**config.mk**
```make
export PLATFORM = sky130hd
export DESIGN_NAME = logic_reduce_pipe_flat
export DESIGN_NICKNAME = d
export VERILOG_FILES = /design/src/rtl/logic_reduce_pipe_if.sv /design/src/rtl/logic_reduce_pipe.sv /design/src/flat_wrapper.sv
export SDC_FILE = /design/constraint.sdc
export NUM_CORES = 1
export LEC_CHECK = 0
export BUFFER_PORTS_ARGS = -buffer_cell sky130_fd_sc_hd__buf_4
export CORE_MARGIN = 8
export CORE_UTILIZATION = 60
export DETAILED_ROUTE_END_ITERATION = 10
export GPL_ROUTABILITY_DRIVEN = 0
export PLACE_DENSITY = 0.88
export SLEW_MARGIN = 10
export SYNTH_ARGS = -nofsm -noshare
export SYNTH_HDL_FRONTEND = slang
export SYNTH_SLANG_ARGS = --single-unit
```
**constraint.sdc**
```tcl
create_clock -name clock -period 5.1 [get_ports clock]
set_input_delay 1.02 -clock clock [delete_from_list [all_inputs] [get_ports clock]]
set_output_delay 1.02 -clock clock [all_outputs]
set_load 0.01 [all_outputs]
```
**src/rtl/logic_reduce_pipe_if.sv**
```systemverilog
// logic_reduce_pipe_if: valid/ready bundle between a producer, logic_reduce_pipe and a consumer
// in side : io_in_valid, io_in_ready, io_in_op, io_in_a (NUM_IN operands of WIDTH bits), io_in_last
// out side: io_out_valid, io_out_ready, io_out_y, io_out_zero, io_out_beats (LOGIC_REDUCE_BEATS_EN only)
interface logic_reduce_pipe_if #(
    parameter int WIDTH  = 8,
    parameter int NUM_IN = 2
);
    logic                    io_in_valid;
    logic                    io_in_ready;
    logic [1:0]              io_in_op;
    logic [NUM_IN*WIDTH-1:0] io_in_a;
    logic                    io_in_last;
    logic                    io_out_valid;
    logic                    io_out_ready;
    logic [WIDTH-1:0]        io_out_y;
    logic                    io_out_zero;
`ifdef LOGIC_REDUCE_BEATS_EN
    logic [7:0]              io_out_beats;
    modport slave  (input  io_in_valid, io_in_op, io_in_a, io_in_last, io_out_ready,
                    output io_in_ready, io_out_valid, io_out_y, io_out_zero, io_out_beats);
    modport master (output io_in_valid, io_in_op, io_in_a, io_in_last, io_out_ready,
                    input  io_in_ready, io_out_valid, io_out_y, io_out_zero, io_out_beats);
`else
    modport slave  (input  io_in_valid, io_in_op, io_in_a, io_in_last, io_out_ready,
                    output io_in_ready, io_out_valid, io_out_y, io_out_zero);
    modport master (output io_in_valid, io_in_op, io_in_a, io_in_last, io_out_ready,
                    input  io_in_ready, io_out_valid, io_out_y, io_out_zero);
`endif
endinterface

```
**src/rtl/logic_reduce_pipe.sv**
```systemverilog
// logic_reduce_pipe: registered AND/OR/XOR/NAND fold of NUM_IN operands, accumulated over a multi-beat packet
// ports: clock, reset (async, active-high), io (logic_reduce_pipe_if.slave)
// LOGIC_REDUCE_BEATS_EN adds io_out_beats, the saturating beat count of the reported packet
module logic_reduce_pipe #(
    parameter int WIDTH  = 8,
    parameter int NUM_IN = 2
) (
    input logic clock,
    input logic reset,
    logic_reduce_pipe_if.slave io
);
    typedef enum logic {IDLE, ACCUM} state_t;
    state_t           state, state_n;
    logic [WIDTH-1:0] acc, b, acc_n, y_n, y_q;
    logic [1:0]       op_reg, op_eff;
    logic             valid_q, fire, fire_last;

    function automatic logic [WIDTH-1:0] base(input logic [1:0] op, input logic [WIDTH-1:0] x, input logic [WIDTH-1:0] y);
        return op == 2'b01 ? x | y : op == 2'b10 ? x ^ y : x & y;
    endfunction

    assign io.io_in_ready  = !valid_q || io.io_out_ready;
    assign fire            = io.io_in_valid && io.io_in_ready;
    assign fire_last       = fire && io.io_in_last;
    // the op is latched on the first beat; later beats reuse it
    assign op_eff          = state == IDLE ? io.io_in_op : op_reg;
    assign io.io_out_valid = valid_q;
    assign io.io_out_y     = y_q;
    assign io.io_out_zero  = y_q == '0;

    always_comb begin
        b = io.io_in_a[WIDTH-1:0];
        for (int k = 1; k < NUM_IN; k++) b = base(op_eff, b, io.io_in_a[k*WIDTH +: WIDTH]);
        acc_n = state == IDLE ? b : base(op_reg, acc, b);
        y_n = op_eff == 2'b11 ? ~acc_n : acc_n;
        state_n = fire_last ? IDLE : fire ? ACCUM : state;
    end

    always_ff @(posedge clock or posedge reset)
        if (reset) state <= IDLE;
        else state <= state_n;

    always_ff @(posedge clock or posedge reset)
        if (reset) begin
            acc     <= '0;
            op_reg  <= 2'b00;
            y_q     <= '0;
            valid_q <= 1'b0;
        end else begin
            if (fire && !io.io_in_last) begin
                acc    <= acc_n;
                op_reg <= op_eff;
            end
            if (fire_last) begin
                y_q     <= y_n;
                valid_q <= 1'b1;
            end else if (io.io_out_ready) valid_q <= 1'b0;
        end

`ifdef LOGIC_REDUCE_BEATS_EN
    logic [7:0] cnt, cnt_n, beats_q;
    assign cnt_n           = state == IDLE ? 8'd1 : cnt == 8'hFF ? cnt : cnt + 8'd1;
    assign io.io_out_beats = beats_q;

    always_ff @(posedge clock or posedge reset)
        if (reset) begin
            cnt     <= 8'd0;
            beats_q <= 8'd0;
        end else begin
            if (fire) cnt <= cnt_n;
            if (fire_last) beats_q <= cnt_n;
        end
`endif
endmodule

```
**src/flat_wrapper.sv**
```systemverilog
// flat-port wrapper written by rule: the top's interface ports become plain ports
module logic_reduce_pipe_flat 
#(
    parameter int WIDTH  = 8,
    parameter int NUM_IN = 2
)
  (clock, reset, io_io_in_valid, io_io_in_op, io_io_in_a, io_io_in_last, io_io_out_ready, io_io_in_ready, io_io_out_valid, io_io_out_y, io_io_out_zero);
  logic_reduce_pipe_if #(.WIDTH(WIDTH), .NUM_IN(NUM_IN)) io_i ();
  input logic clock;
  input logic reset;
  input wire logic [$bits(io_i.io_in_valid)-1:0] io_io_in_valid;
  input wire logic [$bits(io_i.io_in_op)-1:0] io_io_in_op;
  input wire logic [$bits(io_i.io_in_a)-1:0] io_io_in_a;
  input wire logic [$bits(io_i.io_in_last)-1:0] io_io_in_last;
  input wire logic [$bits(io_i.io_out_ready)-1:0] io_io_out_ready;
  output wire logic [$bits(io_i.io_in_ready)-1:0] io_io_in_ready;
  output wire logic [$bits(io_i.io_out_valid)-1:0] io_io_out_valid;
  output wire logic [$bits(io_i.io_out_y)-1:0] io_io_out_y;
  output wire logic [$bits(io_i.io_out_zero)-1:0] io_io_out_zero;
  assign io_i.io_in_valid = io_io_in_valid;
  assign io_i.io_in_op = io_io_in_op;
  assign io_i.io_in_a = io_io_in_a;
  assign io_i.io_in_last = io_io_in_last;
  assign io_i.io_out_ready = io_io_out_ready;
  assign io_io_in_ready = io_i.io_in_ready;
  assign io_io_out_valid = io_i.io_out_valid;
  assign io_io_out_y = io_i.io_out_y;
  assign io_io_out_zero = io_i.io_out_zero;
  logic_reduce_pipe #(.WIDTH(WIDTH), .NUM_IN(NUM_IN)) u_core (.clock(clock), .reset(reset), .io(io_i));
endmodule
```
==> results of run 1 <==
-- power groups by stage --
stage	logic (mW)	clock network (mW)	registers, mW
finish	0.451	0.157	0.292
global route	0.512	0.165	0.302
CTS	0.456	0.159	0.290
detailed placement	0.453	0	0.293
global placement	0.430	0	0.291
floorplan	0.361	0	0.262
-- cell type report --
type	instances	area, sq um
inverters	39	146
clock inverters	1	30.0
multi-input cells	183	1470
flip-flops and latches	20	500
fillers	298	1140
repair buffers	33	248
well taps	48	60.1
clock buffers	3	41.3
-- cell usage in the layout (no fill, tap or decap), types with 9 or more instances in the layout --
master and n:
mux2i_1 16, nor2_1 17, nand2_1 20, nor3b_1 9, dfrtp_1 20, nand2b_1 11, inv_1 38, buf_4 33
a21oi_1 15, ha_1 32
-- per-layer routing --
layer,track usage,up-vias,share of wire
li1,-,911,-
met1,0.166,834,0.43
met2,0.291,25,0.53
met3,0.0326,9,0.030
met4,0.0472,0,0.015
met5,0,-,0
-- per-stage QoR --
step,power (mW),hold WS [ns],cells,util
2_1_floorplan,0.624,0.475,256,-
3_3_place_gp,0.721,0.495,323,0.667
3_5_place_dp,0.747,0.511,323,0.667
4_1_cts,0.905,0.532,327,0.687
5_1_grt,0.978,0.574,327,0.687
6_report,0.900,0.530,327,0.687
-- cells by family after synthesis --
logic type	count (synthesis)	synth area share
and+or+nand+nor	77	0.193
buffers and inverters	53	0.121
AOI/OAI and AO/OA	43	0.142
adders and majority gates	32	0.179
muxes	22	0.103
DFF	20	0.223
xor gates and xnor gates	9	0.0385
-- critical path, delay by kind of cell --
kind	cells	cell delay [ns]
mux	4	0.90
compound gates	2	0.59
fa+ha+maj	1	0.31
simple gates	2	0.27
xor+xnor	1	0.20
buf+inv	1	0.18
-- how the worst max path moves through the flow --
stage,start,endpoint,slack (ns)
2_1_floorplan,io_io_in_op[0],u_core.io.io_out_y[3],1.93
3_3_place_gp,io_io_in_op[0],u_core.io.io_out_y[3],1.58
3_5_place_dp,io_io_in_op[0],u_core.io.io_out_y[3],1.48
4_1_cts,io_io_in_op[0],u_core.io.io_out_y[3],1.75
5_1_grt,io_io_in_op[0],u_core.io.io_out_y[4],1.57
6_report,io_io_in_op[0],u_core.io.io_out_y[3],1.75
==> results.json, run 1 <==
{
  "status": "finished clean",
  "path_max_fanout": 21,
  "grt.overflow.total": 0,
  "pre_cts_ws_ns": 1.48,
  "switchingPower_uw": 358,
  "path_cells": "buf_4, nand2b_2, o21ai_2, mux2i_1, mux2i_1, ha_1, mux2_2, nand2_1, a31oi_2, xor2_1, mux2_4",
  "maxCapViolations": 0,
  "synthesis.nets": 311,
  "r2r_start": "u_core.state",
  "track_usage": 0.154,
  "portBuffers": 33,
  "placed_cell_area_sq_um": 2420,
  "final_layout_size_suffix_gt1_frac": 0.208,
  "end_kind": "flop",
  "async_flop_share": 1.00,
  "slew_viol_final": 0,
  "relSlewSlack": 0.334,
  "ctsHoldBuffers": 0,
  "ant_nets": 0,
  "vdd_drop_max_mv": 0.278,
  "min-delay-start": "u_core.acc[0]",
  "synth.most_common_cell": "inv_1",
  "io_pins": 34,
  "cellLeakagePower_nw": 1.28,
  "synth_top_area_frac": 0.223,
  "die_x_um": 77.1,
  "switching_share": 0.398,
  "layout_setup_ws_ns": 1.75,
  "setup_tns_ns": 0,
  "drt-wirelength-per-cell_um": 13.9,
  "num_antenna_cells": 0,
  "dp_hpwl_um": 3440,
  "fin_area_sq_um": 2490,
  "netlist_instances": 256,
  "syn_area_per_cell_sq_um": 8.75,
  "crit_top_cell": "mux2i_1",
  "synth_edf_count": 0,
  "worstMarginPinSlew_ns": 0.999,
  "timing.rr.end": "u_core.io.io_out_y[3]",
  "period_share": 0.656,
  "cts-root-buf": "clkbuf_8",
  "p_clk_frac": 0.175,
  "post_cts_buffers": 0,
  "grt_pass1_wl_um": 7700,
  "power.density_nw_per_um2": 361,
  "finish.net_count": 335,
  "worstSkewPairLatency_ns": 0.26,
  "ys.warnings.count": 0,
  "wirelength_um": 4540,
  "critical_path_class": "in2reg",
  "grt_start_max_net_pins": 29,
  "setup_viol": 0,
  "row_count": 22,
  "worstHoldEndpoint": "u_core.acc[0]",
  "dr.first_iter.drc_count": 121,
  "ys_seq_area_frac": 0.223,
  "ys.flop_type": "dfrtp_1",
  "path_clk_slew_ns": 0.07,
  "ys_types": 35,
  "max_stage_delay_ns": 0.48,
  "finalHoldViolCount": 0,
  "drt_first_pass_iters": 4,
  "clock-sinks": 20,
  "rsz0062_at_grt": "no",
  "cts_tree": "yes",
  "dieArea_sq_um": 5950,
  "clockBufferDepth": 2,
  "hold_path_depth": 2,
  "cp-start-kind": "input port",
  "grt_pass1_vias": 1757,
  "synth_area_leaders": "dfrtp_1 22%, ha_1 18%, mux2i_1 7.1%",
  "syn-cell-area_sq_um": 2240,
  "fin_skew_ns": 0.00414,
  "arrival_ns": 3.50,
  "fin_crit_ns": 3.35,
  "areaGrowthSynthToFinish_pct": 11.3,
  "start_util": 0.617,
  "num_vias": 1779,
  "internal_power_uw": 541,
  "antenna_found_initial": 0,
  "rrSetupSlack_ns": 1.87,
  "r2r_cells": 9,
  "p_comb_frac": 0.501,
  "cts_buffers": 3,
  "drc": 0,
  "die_h_um": 77.1,
  "slowest_stage": "o21ai_2",
  "synth-seq-cells": 20,
  "fp.coreArea_sq_um": 3630,
  "worstPathRequired_ns": 5.25,
  "hold_class": "reg2reg",
  "max_freq_mhz": 299,
  "p_seq_frac": 0.324,
  "cts_max_level": 1,
  "via_per_inst": 5.44,
  "netlist.top_cell.by_area": "dfrtp_1",
  "synth_commonest_cells": "38 x inv_1, 32 x ha_1, 20 x dfrtp_1, 20 x nand2_1, 17 x nor2_1",
  "cts_resized": 0
}
No activity file was read; power rests on OpenSTA's default activity.
==> run 2, diff against run 1 <==
CORE_UTILIZATION = 58   (was 60)
PLACE_DENSITY = 0.86   (was 0.88)
clock period = 3.2 ns   (was 5.1 ns; I/O delays follow)
==> run 2 against run 1 <==
Net effect:
- clock power grew 6%
- register-to-register slack got worse by 1.4 ns
- final cell count is 1.5% higher
- final area is 0.60% higher
- global-route usage grew 0.28 points
- flip-flop and latch count did not move
- utilization fell by 0.62 points
- routed wire length grew 2.4%
- first-iteration DRC count shrank 26%
- power increased by 53%
- setup slack got worse by 1.3 ns
- via count grew 3.0%
==> results.json, run 2 (same netlist as run 1, synthesis figures left out) <==
{
  "status": "finished clean",
  "antenna_found_initial": 0,
  "vdd_drop_max_mv": 0.365,
  "drc": 0,
  "final_common_cell": "buf_4",
  "worstSkewPairLatency_ns": 0.26,
  "critical_path_class": "reg2reg",
  "placed_cell_area_sq_um": 2470,
  "die_h_um": 78.2,
  "timing.rr.end": "u_core.io.io_out_y[3]",
  "finish.net_count": 341,
  "fp.coreArea_sq_um": 3690,
  "maxCapViolations": 0,
  "end_kind": "flop",
  "clockBufferDepth": 2,
  "grt_pass1_vias": 1843,
  "ant_nets": 0,
  "cts_resized": 0,
  "r2r_cells": 9,
  "die_x_um": 78.2,
  "p_seq_frac": 0.307,
  "via_per_inst": 5.52,
  "final_layout_size_suffix_gt1_frac": 0.222,
  "dp_hpwl_um": 3680,
  "endpoint": "u_core.io.io_out_y[3]",
  "p_comb_frac": 0.572,
  "cts_max_level": 1,
  "cts_buffers": 3,
  "rsz0062_at_grt": "no",
  "wirelength_um": 4660,
  "path_max_fanout": 11,
  "cp-start-kind": "flop",
  "drt_first_pass_iters": 4,
  "grt_start_max_net_pins": 26,
  "post_cts_buffers": 0,
  "setup_viol": 0,
  "fin_skew_ns": 0.00387,
  "io_pins": 34,
  "hold_class": "in2async",
  "path_clk_slew_ns": 0.07,
  "relSlewSlack": 0.472,
  "row_count": 22,
  "dieArea_sq_um": 6110,
  "cellLeakagePower_nw": 1.29,
  "slew_viol_final": 0,
  "fin_area_sq_um": 2510,
  "switchingPower_uw": 573,
  "r2r_start": "u_core.state",
  "internal_power_uw": 799,
  "rrSetupSlack_ns": 0.44,
  "period_share": 0.862,
  "setup_tns_ns": 0,
  "areaGrowthSynthToFinish_pct": 12.0,
  "power.density_nw_per_um2": 547,
  "num_antenna_cells": 0,
  "cts-root-buf": "clkbuf_8",
  "dr.first_iter.drc_count": 89,
  "n_fill_cell": 312,
  "portBuffers": 33,
  "finalHoldViolCount": 0,
  "cts_tree": "yes",
  "arrival_ns": 2.91,
  "startpoint": "u_core.state",
  "grt_pass1_wl_um": 8150,
  "worstMarginPinSlew_ns": 0.772,
  "p_clk_frac": 0.121,
  "drt-wirelength-per-cell_um": 14.0,
  "grt.overflow.total": 0,
  "worstPathRequired_ns": 3.35,
  "ctsHoldBuffers": 0,
  "track_usage": 0.157,
  "max_freq_mhz": 362,
  "switching_share": 0.418,
  "final_cell_mix": "39 x buf_4, 38 x inv_1, 32 x ha_1",
  "clock-sinks": 20,
  "fin_crit_ns": 2.76,
  "num_vias": 1832,
  "start_util": 0.608
}
run 2: cell types whose count changed in the layout (fill, tap and decap cells not counted):
cell and change:
bufinv_16 -1, buf_4 +6
run 2: how the worst min path moves through the flow:
stage	startpoint	slack [ns]	to
floorplan	u_core.acc[0]	0.48	u_core.acc[0]
global placement	u_core.acc[4]	0.50	u_core.acc[4]
detailed placement	u_core.acc[1]	0.52	u_core.acc[1]
CTS	reset	0.54	u_core.acc[1]
global route	u_core.acc[1]	0.57	u_core.acc[1]
finish	reset	0.52	u_core.io.io_out_valid
run 2: layout make-up:
type,count,area (sq um),share of cell area
Multi-Input combinational cell,183,1470,0.585
Inverter,39,146,0.0583
Sequential cell,20,500,0.199
Timing Repair Buffer,39,293,0.117
Clock buffer,3,41.3,0.0165
Tap cell,48,60.1,0.0239
run 2: per-stage QoR:
step                power, mW  cells  hold WS [ns]  worst slack [ns]  utilization
finish                   1.37    332         0.516             0.441        0.680
global placement         1.17    329         0.497             0.259        0.669
CTS                      1.38    332         0.536             0.425        0.680
global route             1.49    332         0.573             0.256        0.680
floorplan               0.994    256         0.475             0.410            -
detailed placement       1.21    329         0.515             0.214        0.669
run 2: power groups by stage:
| stage | clock network [mW] | registers (mW) | logic [mW] |
|---|---|---|---|
| 2_1_floorplan | 0 | 0.418 | 0.576 |
| 3_3_place_gp | 0 | 0.420 | 0.754 |
| 3_5_place_dp | 0 | 0.426 | 0.785 |
| 4_1_cts | 0.168 | 0.420 | 0.793 |
| 5_1_grt | 0.175 | 0.433 | 0.881 |
| 6_report | 0.166 | 0.421 | 0.785 |
run 2: critical path, stage by stage (launching register included):
cell and delay [ns]:
dfrtp_1 0.65, nor3b_1 0.16, a31oi_4 0.39, mux2i_1 0.31, ha_1 0.26, mux2_2 0.25, nand2_1 0.08, a31oi_2 0.11
xor2_1 0.16, mux2_4 0.26
run 2: routing by layer:
| layer | track usage | share of wire |
|---|---|---|
| met3 | 0.0296 | 0.033 |
| met2 | 0.284 | 0.52 |
| met5 | 0 | 0 |
| met4 | 0.0648 | 0.023 |
| met1 | 0.175 | 0.42 |
